### config.mk
export PLATFORM = sky130hd
export DESIGN_NAME = pipe_skid_reg
export DESIGN_NICKNAME = d
export VERILOG_FILES = /design/src/rtl/pipe_skid_reg.sv
export SDC_FILE = /design/constraint.sdc
export NUM_CORES = 1
export LEC_CHECK = 0
export BUFFER_PORTS_ARGS = -buffer_cell sky130_fd_sc_hd__buf_2
export CORE_ASPECT_RATIO = 0.9
export CORE_MARGIN = 2
export CORE_UTILIZATION = 59
export CTS_CLUSTER_SIZE = 16
export DETAILED_ROUTE_END_ITERATION = 8
export PLACE_DENSITY = 0.86
export SYNTH_ARGS = -nofsm -noshare
export SYNTH_HDL_FRONTEND = slang
export SYNTH_SLANG_ARGS = --single-unit
### constraint.sdc
create_clock -name clk -period 4.77 [get_ports clk]
set_input_delay 0 -clock clk [delete_from_list [all_inputs] [get_ports clk]]
set_output_delay 0 -clock clk [all_outputs]
set_load 0.05 [all_outputs]
### src/rtl/pipe_skid_reg.sv
// pipe_skid_reg: interstage pipeline register with a valid/ready handshake.
// SKID=0 gives a single register whose in_ready is combinational from
// out_ready. SKID=1 adds a second (skid) entry so in_ready can be
// registered, cutting the stall path between stages. Stored invalid
// entries are always all-zero, so out_data reads zero on a bubble.
// Includes a synchronous flush and saturating stall/starve counters.
`timescale 1ns/1ps

module pipe_skid_reg #(
  parameter int DATA_W = 64,
  parameter int SKID   = 1,
  parameter int CNT_W  = 32
) (
  input  logic              clk,
  input  logic              reset,
  input  logic              in_valid,
  output logic              in_ready,
  input  logic [DATA_W-1:0] in_data,
  output logic              out_valid,
  input  logic              out_ready,
  output logic [DATA_W-1:0] out_data,
  output logic              bubble,
  input  logic              flush,
  input  logic              clr_cnt,
  output logic [1:0]        occupancy,
  output logic [CNT_W-1:0]  stall_cnt,
  output logic [CNT_W-1:0]  starve_cnt
);

  // Encoding doubles as the occupancy count.
  typedef enum logic [1:0] {
    ST_EMPTY = 2'd0,
    ST_ONE   = 2'd1,
    ST_TWO   = 2'd2
  } state_t;

  state_t            r_state;
  state_t            w_state_nxt;
  logic [DATA_W-1:0] r_main;
  logic [DATA_W-1:0] r_skid;
  logic [DATA_W-1:0] w_main_nxt;
  logic [DATA_W-1:0] w_skid_nxt;
  logic              w_in_xfer;
  logic              w_out_xfer;
  logic [CNT_W-1:0]  r_stall_cnt;
  logic [CNT_W-1:0]  r_starve_cnt;

  // Saturating increment: hold at all-ones instead of wrapping.
  function automatic logic [CNT_W-1:0] sat_inc(input logic [CNT_W-1:0] v);
    return (&v) ? v : v + CNT_W'(1);
  endfunction

  assign out_valid  = (r_state != ST_EMPTY);
  assign out_data   = r_main;
  assign bubble     = ~out_valid;
  assign occupancy  = r_state;
  assign stall_cnt  = r_stall_cnt;
  assign starve_cnt = r_starve_cnt;
  assign w_in_xfer  = in_valid & in_ready;
  assign w_out_xfer = out_valid & out_ready;

  generate
    if (SKID != 0) begin : g_skid
      logic r_in_ready;
      // Registered ready: refuse new input only while both entries are full.
      always_ff @(posedge clk or negedge reset) begin
        if (!reset) r_in_ready <= 1'b1;
        else        r_in_ready <= (w_state_nxt != ST_TWO);
      end
      assign in_ready = r_in_ready;
    end else begin : g_comb
      // Single register: can take a new op if empty or if the held op leaves now.
      assign in_ready = ~out_valid | out_ready;
    end
  endgenerate

  // Next-state and payload movement; flush overrides every transfer.
  // With SKID=0 the ONE->TWO path is unreachable because an input transfer
  // while full implies out_ready, so the same table serves both modes.
  always_comb begin
    w_state_nxt = r_state;
    w_main_nxt  = r_main;
    w_skid_nxt  = r_skid;
    if (flush) begin
      w_state_nxt = ST_EMPTY;
      w_main_nxt  = '0;
      w_skid_nxt  = '0;
    end else begin
      case (r_state)
        ST_EMPTY: begin
          if (w_in_xfer) begin
            w_state_nxt = ST_ONE;
            w_main_nxt  = in_data;
          end
        end
        ST_ONE: begin
          if (w_in_xfer && w_out_xfer) begin
            w_main_nxt = in_data;
          end else if (w_in_xfer) begin
            w_state_nxt = ST_TWO;
            w_skid_nxt  = in_data;
          end else if (w_out_xfer) begin
            w_state_nxt = ST_EMPTY;
            w_main_nxt  = '0;
          end
        end
        ST_TWO: begin
          if (w_out_xfer) begin
            w_state_nxt = ST_ONE;
            w_main_nxt  = r_skid;
            w_skid_nxt  = '0;
          end
        end
        default: begin
          w_state_nxt = ST_EMPTY;
          w_main_nxt  = '0;
          w_skid_nxt  = '0;
        end
      endcase
    end
  end

  // State and payload registers; reset drops every held op at once.
  always_ff @(posedge clk or negedge reset) begin
    if (!reset) begin
      r_state <= ST_EMPTY;
      r_main  <= '0;
      r_skid  <= '0;
    end else begin
      r_state <= w_state_nxt;
      r_main  <= w_main_nxt;
      r_skid  <= w_skid_nxt;
    end
  end

  // Performance counters: clear wins over a coinciding increment.
  always_ff @(posedge clk or negedge reset) begin
    if (!reset) begin
      r_stall_cnt  <= '0;
      r_starve_cnt <= '0;
    end else if (clr_cnt) begin
      r_stall_cnt  <= '0;
      r_starve_cnt <= '0;
    end else begin
      if (out_valid && !out_ready) r_stall_cnt  <= sat_inc(r_stall_cnt);
      if (!out_valid && out_ready) r_starve_cnt <= sat_inc(r_starve_cnt);
    end
  end

endmodule

# After elaboration in Yosys (flattened, before gate mapping)
# Index checks and enable logic that the tools add are counted.
# Widths: inputs -> output; s select.
dict set report totals {
  register_bits 195
  output_inout_bits 133
  elab_cells 61
}
dict set report classes {
  addsub 2
  eq_ne 12
  mux 23
  n_bitwise 3
  reduce_logical 15
}
# operator n
set ops {}
lappend ops {{$mux 64} 8}
lappend ops {{$pmux 64 s3} 2}
lappend ops {{$mux 32} 6}
lappend ops {{$add 32x1->32 const B} 2}
lappend ops {{$reduce_and 32->1} 2}
lappend ops {{$mux 2} 6}
lappend ops {{$ne 3x3->1 const B} 4}
lappend ops {{$ne 2x2->1 const B} 4}
lappend ops {{$ne 4x4->1 const B} 2}
lappend ops {{$reduce_and 4->1} 2}
lappend ops {{$pmux 2 s3} 1}
lappend ops {{$reduce_bool 2->1} 3}
lappend ops {{$reduce_and 2->1} 2}
lappend ops {{$logic_and 1x1->1} 3}
lappend ops {{$and 1x1->1} 2}
lappend ops {{$eq 2x1->1 const B} 1}
lappend ops {{$eq 2x2->1 const B} 1}
lappend ops {{$logic_not 1->1} 2}
lappend ops {{$logic_not 2->1} 1}
lappend ops {{$not 1->1} 1}

# Depth between registers and ports, before layout
# Gate-level depths: netlist (run 1).
dict set report depth {
  ltp_word 8
  mapped_depth 9
}

# Worst setup path after synthesis (run 1)
# No wires, ideal clock.
dict set report synth_path {
  path_type {flip-flop to flip-flop}
  startpoint {register r_state[0] (netlist: occupancy[0])}
  endpoint {register r_stall_cnt[7] (netlist: stall_cnt[7])}
  setup_time_ps 78
  t_arrival_ps 2556
  setup_slack_ps 2136
  stages_incl_launch_ff 9
  n_path_buf 1
  path_cell_list {dfrtp_1 -> buf_2 -> inv_1 -> nand2_1 -> inv_1 -> nor2_1 -> nand2_1 -> or4_1 -> a21oi_1}
}
dict set report synth_between {
  elab_chain_len 4
}
# item line_no
set synth_rtl {}
lappend synth_rtl {{start: declaration} 37} ;# state_t r_state;
lappend synth_rtl {{start signal: assignment} 130} ;# r_state <= w_state_nxt;
lappend synth_rtl {{$reduce_bool 2->1} 53} ;# assign out_valid = (r_state != ST_EMPTY);
lappend synth_rtl {{net out_valid} 19} ;# output logic out_valid,
lappend synth_rtl {{$logic_and 1x1->1} 145} ;# if (out_valid && !out_ready) r_stall_cnt <= sat_inc(r_stall_cnt);
lappend synth_rtl {{$reduce_bool 2->1 (no line)} --}
lappend synth_rtl {{$reduce_and 2->1 (no line)} --}
lappend synth_rtl {{end signal: assignment} 145}
lappend synth_rtl {{end: declaration} 45} ;# logic [CNT_W-1:0] r_stall_cnt;
# The timed path passes the listed nets, and every way through them passes these cells.
# A chain may end at the register's enable or synchronous reset.

# Final worst setup path (run 1)
dict set report layout_path {
  startpoint {register r_state[1] (netlist: occupancy[1])}
  endpoint {register r_skid[16]}
}
dict set report layout_between {
  elab_chain_len 5
}
# item line_no
set layout_rtl {}
lappend layout_rtl {{$reduce_bool 2->1} 53}
lappend layout_rtl {{$and 1x1->1} 60} ;# assign w_out_xfer = out_valid & out_ready;
lappend layout_rtl {{$logic_and 1x1->1} 97} ;# if (w_in_xfer && w_out_xfer) begin
lappend layout_rtl {{$ne 3x3->1 (no line)} --}
lappend layout_rtl {{$reduce_and 4->1 (no line)} --}
lappend layout_rtl {{end signal: assignment} 132} ;# r_skid <= w_skid_nxt;
lappend layout_rtl {{end: declaration} 40} ;# logic [DATA_W-1:0] r_skid;
# Parallel ways exist; a longest one is shown, timed or not.

==> results of run 1 <==
==> worst max path at each step <==
stage                                     endpoint  slack (ns)  cells past startpoint
after floorplan           stall_cnt[7]$_DFFE_PN0P_        2.14                      8
after CTS                   r_skid[16]$_DFFE_PN0P_        2.12                      5
after global routing        r_skid[28]$_DFFE_PN0P_        1.85                      5
after detailed placement    r_skid[16]$_DFFE_PN0P_        2.14                      5
final                       r_skid[16]$_DFFE_PN0P_        2.09                      5
after global placement      r_skid[21]$_DFFE_PN0P_        2.22                      5
==> power breakdown <==
group	total, mW	switching [mW]	internal (mW)
Clock	1.61	0.629	0.984
Combinational	0.627	0.463	0.164
Sequential	1.80	0.0579	1.74
Total	4.04	1.15	2.89
==> through the flow <==
stage	hold WS (ns)	cell area (um^2)
2_1_floorplan	-0.296	8980
3_3_place_gp	0.237	10100
3_5_place_dp	0.234	10100
4_1_cts	0.0765	11400
5_1_grt	0.152	11400
6_report	0.0962	11400
==> registers in the layout, indices dropped and copies added (netlist names) <==
register and cells:
out_data 64, r_skid 64, stall_cnt 32, starve_cnt 32, occupancy 2, in_ready 1
==> layout by cell type, fill, tap and decap left out, types with 5 or more instances in the layout <==
| master | synthesis | layout |
|---|---|---|
| dlygate4sd3_1 | 0 | 67 |
| or3_1 | 40 | 40 |
| nand3_1 | 21 | 21 |
| bufinv_16 | 0 | 6 |
| dfrtp_1 | 194 | 194 |
| and4_1 | 6 | 6 |
| inv_1 | 14 | 14 |
| a21oi_1 | 57 | 54 |
| clkbuf_16 | 0 | 17 |
| buf_4 | 0 | 9 |
| o21ai_0 | 165 | 165 |
| or4_1 | 18 | 18 |
| a22oi_1 | 64 | 64 |
| nand2_1 | 218 | 218 |
| nand4_1 | 16 | 16 |
| nor3_1 | 6 | 5 |
| and3_1 | 7 | 7 |
| buf_2 | 6 | 201 |
| nor2_1 | 23 | 22 |
| o31ai_1 | 16 | 16 |
| xnor2_1 | 7 | 7 |
==> cells by family (layout without fill, tap and decap cells) <==
group                      after synthesis  in the layout
AOI/OAI and AO/OA                      315            315
xor gates and xnor gates                 8              8
adders and majority gates                2              2
buffers and inverters                   83            323
DFF                                    195            195
muxes                                    5              5
other                                    0              1
and+or+nand+nor                        377            377
==> layout make-up <==
class / count / area, um^2 / share of cell area
flip-flops and latches: 195 / 4880 / 0.428
multi-input cells: 707 / 3800 / 0.334
repair buffers: 278 / 1760 / 0.154
clock buffers: 18 / 429 / 0.0376
well taps: 198 / 248 / 0.0217
clock inverters: 13 / 230 / 0.0202
inverters: 14 / 52.6 / 0.00461
diodes: 1 / 2.50 / 0.000219
==> timing repair <==
item,in CTS,in global routing
endpoints found under the setup margin,0,0
resized for setup,0,0
hold buffers,67,0
hold endpoints to repair,251,0
==> per-layer routing <==
metal  up-vias  wire, um  track usage
met4         0       896        0.134
met1      4098     10100        0.422
met3        83      1840       0.0627
li1       3972         -            -
met5         -         0            0
met2       449     12100        0.501
==> tightest hold or removal path, cell delays in order <==
cell and delay (ns):
buf_2 0.10, nand2_1 0.13, or3_1 0.13, a211o_1 0.13
==> metrics.txt, run 1 <==
status=finished clean; slowest stage delay, CP=between 0.8 and 0.9 ns; unrepaired setup endpoints after global routing=false; largest net degree at the start of global routing=125; die area=around 16000 um^2; # IOs=203; Hold Path Origin=in_valid; largest family of logic cells by synthesized area=compound AO/OA/AOI/OAI gates; overflow left after global routing=0; Leak=a little over 5 nW; Synth Area in XOR/XNOR=0.00780; Post-DRT Antenna Nets=0; Final min period=roughly 2.7 ns; CP arrival=2.93 ns; Setup WS pre-CTS=around 2.1 ns; Synth Flop Type=dfrtp_1; GP Congestion=slightly above 0.8; DRT Wirelength=24900 um; antenna violations before repair=1; adder-cell area share of the yosys netlist=0.00279; initial cell density of the core=0.606; post-synthesis simple-gate area fraction=0.197; Final Cycle Share=0.562; Cells after Synth=a little under 1k; hold crit path type=input pin to register; Filler cells=~1.0k; sequential fraction of the synthesis area=0.544; hold path depth=4; Final Power=between 4 and 5 mW; layout cells sized above 1=0.211; DRC=0; mux contribution to synthesized area=0.00613; drt first-iter violations=874; final std cells w/o fill=approximately 1.4k; core area=roughly 15000 um^2; Async S/R FF share, synth=1.00; CP Capture Type=register; slew margin rel.=0.292; vias in the first global route=roughly 8.2k; Post-synth EDFFs=0; post-synthesis cell type count=44; die width=134 um; Critical Path, Cell by Cell=inv_1, o21ai_0, a21oi_4, buf_4, o21ai_0; WL/cell=17.5 um; Die H=roughly 120 um; number of H-tree levels=4; CP startpoint=occupancy[1]$_DFF_PN0_; Final WS setup=2.09 ns; synthesized area per cell=9.12 um^2; root buf cell=clkbuf_16; CP max-delay cell=buf_4; post-route setup TNS=0 ns; Layout area overhead=27.0%; Crit Path Category=register to register; Worst Tran Pin Value=around 1.1 ns; Buf/Inv on CP=2; top cell type's share of synthesized area=0.541; Synth area leader=dfrtp_1; startpoint types=register; Compound-Gate Fraction of Synth Area=0.205; final core occ=0.770; final hold viol count=0; RR Endpoint=r_skid[16]$_DFFE_PN0P_; CTS Buffer Depth=2; via/cell ratio=6.04; PortBufs=around 200; post-CTS setup repair buffer count=0; total track usage=0.314; cell area after synthesis=between 8000 and 9000 um^2; Max Slew Vio Count=0; Power Density=approximately 350 nW/um^2; num rows=42; clk_skew=around 0.0089 ns; flop2flop setup slack=about 2.1 ns; CTS sink cnt=approximately 200; Synth Warn #=0; Synth area leaders=dfrtp_1 (54%), o21ai_0 (9.2%), nand2_1 (9.1%), a22oi_1 (5.4%), a21oi_1 (3.2%); Synth Net Count=around 1.1k; maximum VDD drop=around 0.30 mV; hpwl dp=14300 um; Placed Cells=between 1k and 1.5k; hold path endpoint=in_ready$_DFF_PN1_; Fmax=roughly 370 MHz; fin nets=between 1k and 1.5k; CP required=5.02 ns; Clk Latency, worst-skew pair=around 0.43 ns; #FFs+latches synth=~200; CTS buffer count=17; Top Family by Delay on Critical Path=buffers and inverters; Synth top cells by count=nand2_1 (218), dfrtp_1 (194), o21ai_0 (165); CP Max Fanout=112; global-route wire length before repair=roughly 41000 um; CTS tree=done; Setup-failing EPs final=0; drt first pass iters=6; most common cell in the netlist=nand2_1; worst flop-to-flop path startpoint=occupancy[1]$_DFF_PN0_; vias=roughly 8.6k; MaxCap Viol Count=0; Most common cell on crit path=o21ai_0; reg2reg path depth=5; clk slew on worst S/H paths=~0.07 ns
(Power assumes the default switching activity.)
==> run 2, diff against run 1 <==
--- a/config.mk
+++ b/config.mk
@@ -5,13 +5,14 @@
 export SDC_FILE = /design/constraint.sdc
 export NUM_CORES = 1
 export LEC_CHECK = 0
+export ABC_AREA = 1
 export BUFFER_PORTS_ARGS = -buffer_cell sky130_fd_sc_hd__buf_2
 export CORE_ASPECT_RATIO = 0.9
 export CORE_MARGIN = 2
-export CORE_UTILIZATION = 59
+export CORE_UTILIZATION = 51
 export CTS_CLUSTER_SIZE = 16
 export DETAILED_ROUTE_END_ITERATION = 8
-export PLACE_DENSITY = 0.86
+export PLACE_DENSITY = 0.77
 export SYNTH_ARGS = -nofsm -noshare
 export SYNTH_HDL_FRONTEND = slang
 export SYNTH_SLANG_ARGS = --single-unit
==> constraint.sdc (replaced) <==
create_clock -name clk -period 2.4 [get_ports clk]
set_input_delay 0 -clock clk [delete_from_list [all_inputs] [get_ports clk]]
set_output_delay 0 -clock clk [all_outputs]
set_load 0.05 [all_outputs]
==> run 2 against run 1 <==
  * Sequential share of layout area fell by 6.9 points
  * Clock power rose by 79%
  * Non-clock buffer count rose by 19
  * Highest routed layer unchanged
==> metrics.txt, run 2 <==
num rows=51 (was 42); met1 Use GR=0.371 (was 0.422); hold crit path type=input pin to register (unchanged); Fmax=469 MHz (was 373 MHz); CTS tree=done (unchanged); commonest cells after routing, fill and taps aside=nand2_1 (553), buf_2 (201), dfrtp_1 (194) (was nand2_1 (218), buf_2 (201), dfrtp_1 (194)); initial cell density of the core=0.515 (was 0.606); CP Max Fanout=30 (was 112); clk slew on worst S/H paths=0.07 ns (about the same); Leak=6.65 nW (was 5.20 nW); overflow left after global routing=0 (unchanged); synthesized area per cell=6.94 um^2 (was 9.12 um^2); startpoint types=register (unchanged); Post-DRT Antenna Nets=0 (unchanged); Buf/Inv on CP=2 (unchanged); Power Density=596 nW/um^2 (was 354 nW/um^2); total track usage=0.285 (was 0.314); via/cell ratio=5.33 (was 6.04); largest net degree at the start of global routing=79 (was 125); core area=21500 um^2 (was 14800 um^2); slew margin rel.=0.505 (was 0.292); number of H-tree levels=4 (unchanged); Final Cycle Share=0.889 (was 0.562); vias in the first global route=10.6k (was 8225); die width=159 um (was 134 um); WL/cell=15.2 um (was 17.5 um); Hold-fix buffers, CTS=66 (was 67); hpwl dp=21000 um (was 14300 um); Filler cells=1929 (was 1025); sequential fraction of the synthesis area=0.441 (was 0.544); die area=22900 um^2 (was 16200 um^2); maximum VDD drop=0.452 mV (was 0.295 mV); Synth Net Count=1669 (was 1057); DRC=0 (unchanged); CTS sink cnt=195 (unchanged); root buf cell=clkbuf_16 (unchanged); CP required=2.71 ns (was 5.02 ns); Layout area overhead=22.8% (was 27.0%); PortBufs=202 (unchanged); vias=11.4k (was 8602); dpl cell area=12400 um^2 (was 10100 um^2); Final min period=2.13 ns (was 2.68 ns); drt first pass iters=5 (was 6); slowest stage delay, CP=0.47 ns (was 0.82 ns); post-route setup TNS=0 ns (unchanged); antenna violations before repair=1 (unchanged); cell area after synthesis=11100 um^2 (was 8980 um^2); post-CTS setup repair buffer count=0 (unchanged); Synth area leaders=dfrtp_1 (44%), nand2_1 (19%), nand3_1 (6.4%), nor2_1 (6.3%), o21ai_0 (4.0%) (was dfrtp_1 (54%), o21ai_0 (9.2%), nand2_1 (9.1%), a22oi_1 (5.4%), a21oi_1 (3.2%)); CTS Buffer Depth=2 (unchanged); Post-synth EDFFs=0 (unchanged); DRT Wirelength=32500 um (was 24900 um); global-route wire length before repair=53100 um (was 40600 um); final hold viol count=0 (unchanged); Async S/R FF share, synth=1.00 (unchanged); # IOs=203 (unchanged); Synth Warn #=0 (unchanged); Cells after Synth=1597 (was 985); Top Usage Layer GRT=met2 (unchanged); CP arrival=2.45 ns (was 2.93 ns); drt first-iter violations=971 (was 874); Clk Latency, worst-skew pair=0.44 ns (was 0.43 ns); CP Capture Type=register (unchanged); most common cell in the netlist=nand2_1 (unchanged); Synth area leader=dfrtp_1 (unchanged); unrepaired setup endpoints after global routing=false (unchanged); post-synthesis cell type count=32 (was 44); met3 global-route usage=0.0505 (was 0.0627); layout cells sized above 1=0.179 (was 0.211); Critical Path, Cell by Cell=ha_1, inv_2, nor2_4, nand2_2, nor2_4, nand3_1, nand2_2, buf_12, o21ai_0 (was inv_1, o21ai_0, a21oi_4, buf_4, o21ai_0); Worst Tran Pin Value=0.743 ns (was 1.05 ns); Synth top cells by count=nand2_1 (556), dfrtp_1 (194), nor2_1 (186) (was nand2_1 (218), dfrtp_1 (194), o21ai_0 (165)); status=finished clean (unchanged); met2 global-route usage=0.485 (was 0.501); cell area after layout=13600 um^2 (was 11400 um^2); fin nets=1900 (was 1285); Max Slew Vio Count=0 (unchanged); clk_skew=0.0137 ns (was 0.00894 ns); #FFs+latches synth=195 (unchanged); Top Family by Delay on Critical Path=simple AND/OR/NAND/NOR gates (was buffers and inverters); GP Congestion=0.917 (was 0.812); Die H=144 um (was 121 um); CP max-delay cell=dfrtp_1 (was buf_4); Setup-failing EPs final=0 (unchanged); most common cell after layout, fill and taps aside=nand2_1 (unchanged); Synth Flop Type=dfrtp_1 (unchanged); MaxCap Viol Count=0 (unchanged); top cell type's share of synthesized area=0.438 (was 0.541); Crit Path Category=register to register (unchanged); CTS buffer count=17 (unchanged); # resized after CTS=0 (unchanged)
-- run 2: cell count changes after synthesis, moves of 58 or more --
cell and change:
o21ai_0 -77, inv_1 +102, nor2_1 +163, nor3_1 +58, nand3_1 +121, nand2_1 +338
-- run 2: worst reg2reg max path, cell delays in order (launching register included) --
cell	delay, ns
dfrtp_1	0.47
ha_1	0.31
inv_2	0.09
nor2_4	0.18
nand2_2	0.11
nor2_4	0.14
nand3_1	0.10
nand2_2	0.26
buf_12	0.23
o21ai_0	0.12
-- run 2: layout make-up --
class	instances	area (um^2)	share of cell area
multi-input combinational	1192	5340	0.392
sequential	195	4880	0.359
timing repair buffer	297	1970	0.145
inverter	125	469	0.0345
clock buffer	18	439	0.0323
tap	291	364	0.0268
clock inverter	13	140	0.0103
antenna	1	2.50	0.000184
-- run 2: kinds of logic (layout without fill, tap and decap cells) --
logic type      after synthesis  count (layout)  share of synthesized area
compound gates              189             189                     0.0966
simple gates                987             987                      0.369
other cells                   0               1                          0
flops                       195             195                      0.441
buf+inv                     210             453                     0.0806
fa+ha+maj                     2               2                    0.00226
xor+xnor                     14              14                     0.0111
-- run 2: stage by stage --
step	hold slack (ns)	utilization	std cells	setup WS (ns)	total power, mW
after global routing	0.0687	0.633	2132	0.0662	8.44
after detailed placement	0.0787	0.575	2034	0.319	5.19
after CTS	0.0465	0.633	2131	0.282	8.14
final	0.0518	0.633	2132	0.266	8.11
after global placement	0.0748	0.575	2034	0.393	5.17
after floorplan	-0.296	-	1597	0.182	4.69
-- run 2: power by group --
part	leakage (nW)	internal [mW]	switching (mW)	total, mW
combinational	3.71	0.430	1.20	1.63
clock	0.285	1.50	1.38	2.88
sequential	2.65	3.47	0.129	3.60
-- run 2: per-layer routing --
layer	routed length, um	up-vias
met3	2320	59
li1	-	5554
met2	15800	446
met1	13700	5299
met5	0	-
met4	637	0
-- run 2: path summary, 6_finish.rpt --
kind	from	end	slack [ns]	cells past startpoint
max in group asynchronous	reset	r_skid[30]$_DFFE_PN0P_	1.36	3
worst min register to register	r_skid[63]$_DFFE_PN0P_	r_skid[63]$_DFFE_PN0P_	0.47	2
min in group asynchronous	reset	stall_cnt[3]$_DFFE_PN0P_	0.16	2
worst max-delay path	starve_cnt[0]$_DFFE_PN0P_	starve_cnt[31]$_DFFE_PN0P_	0.27	9
worst min-delay path	in_valid	occupancy[1]$_DFF_PN0_	0.05	3
worst max register to register	starve_cnt[0]$_DFFE_PN0P_	starve_cnt[31]$_DFFE_PN0P_	0.27	9
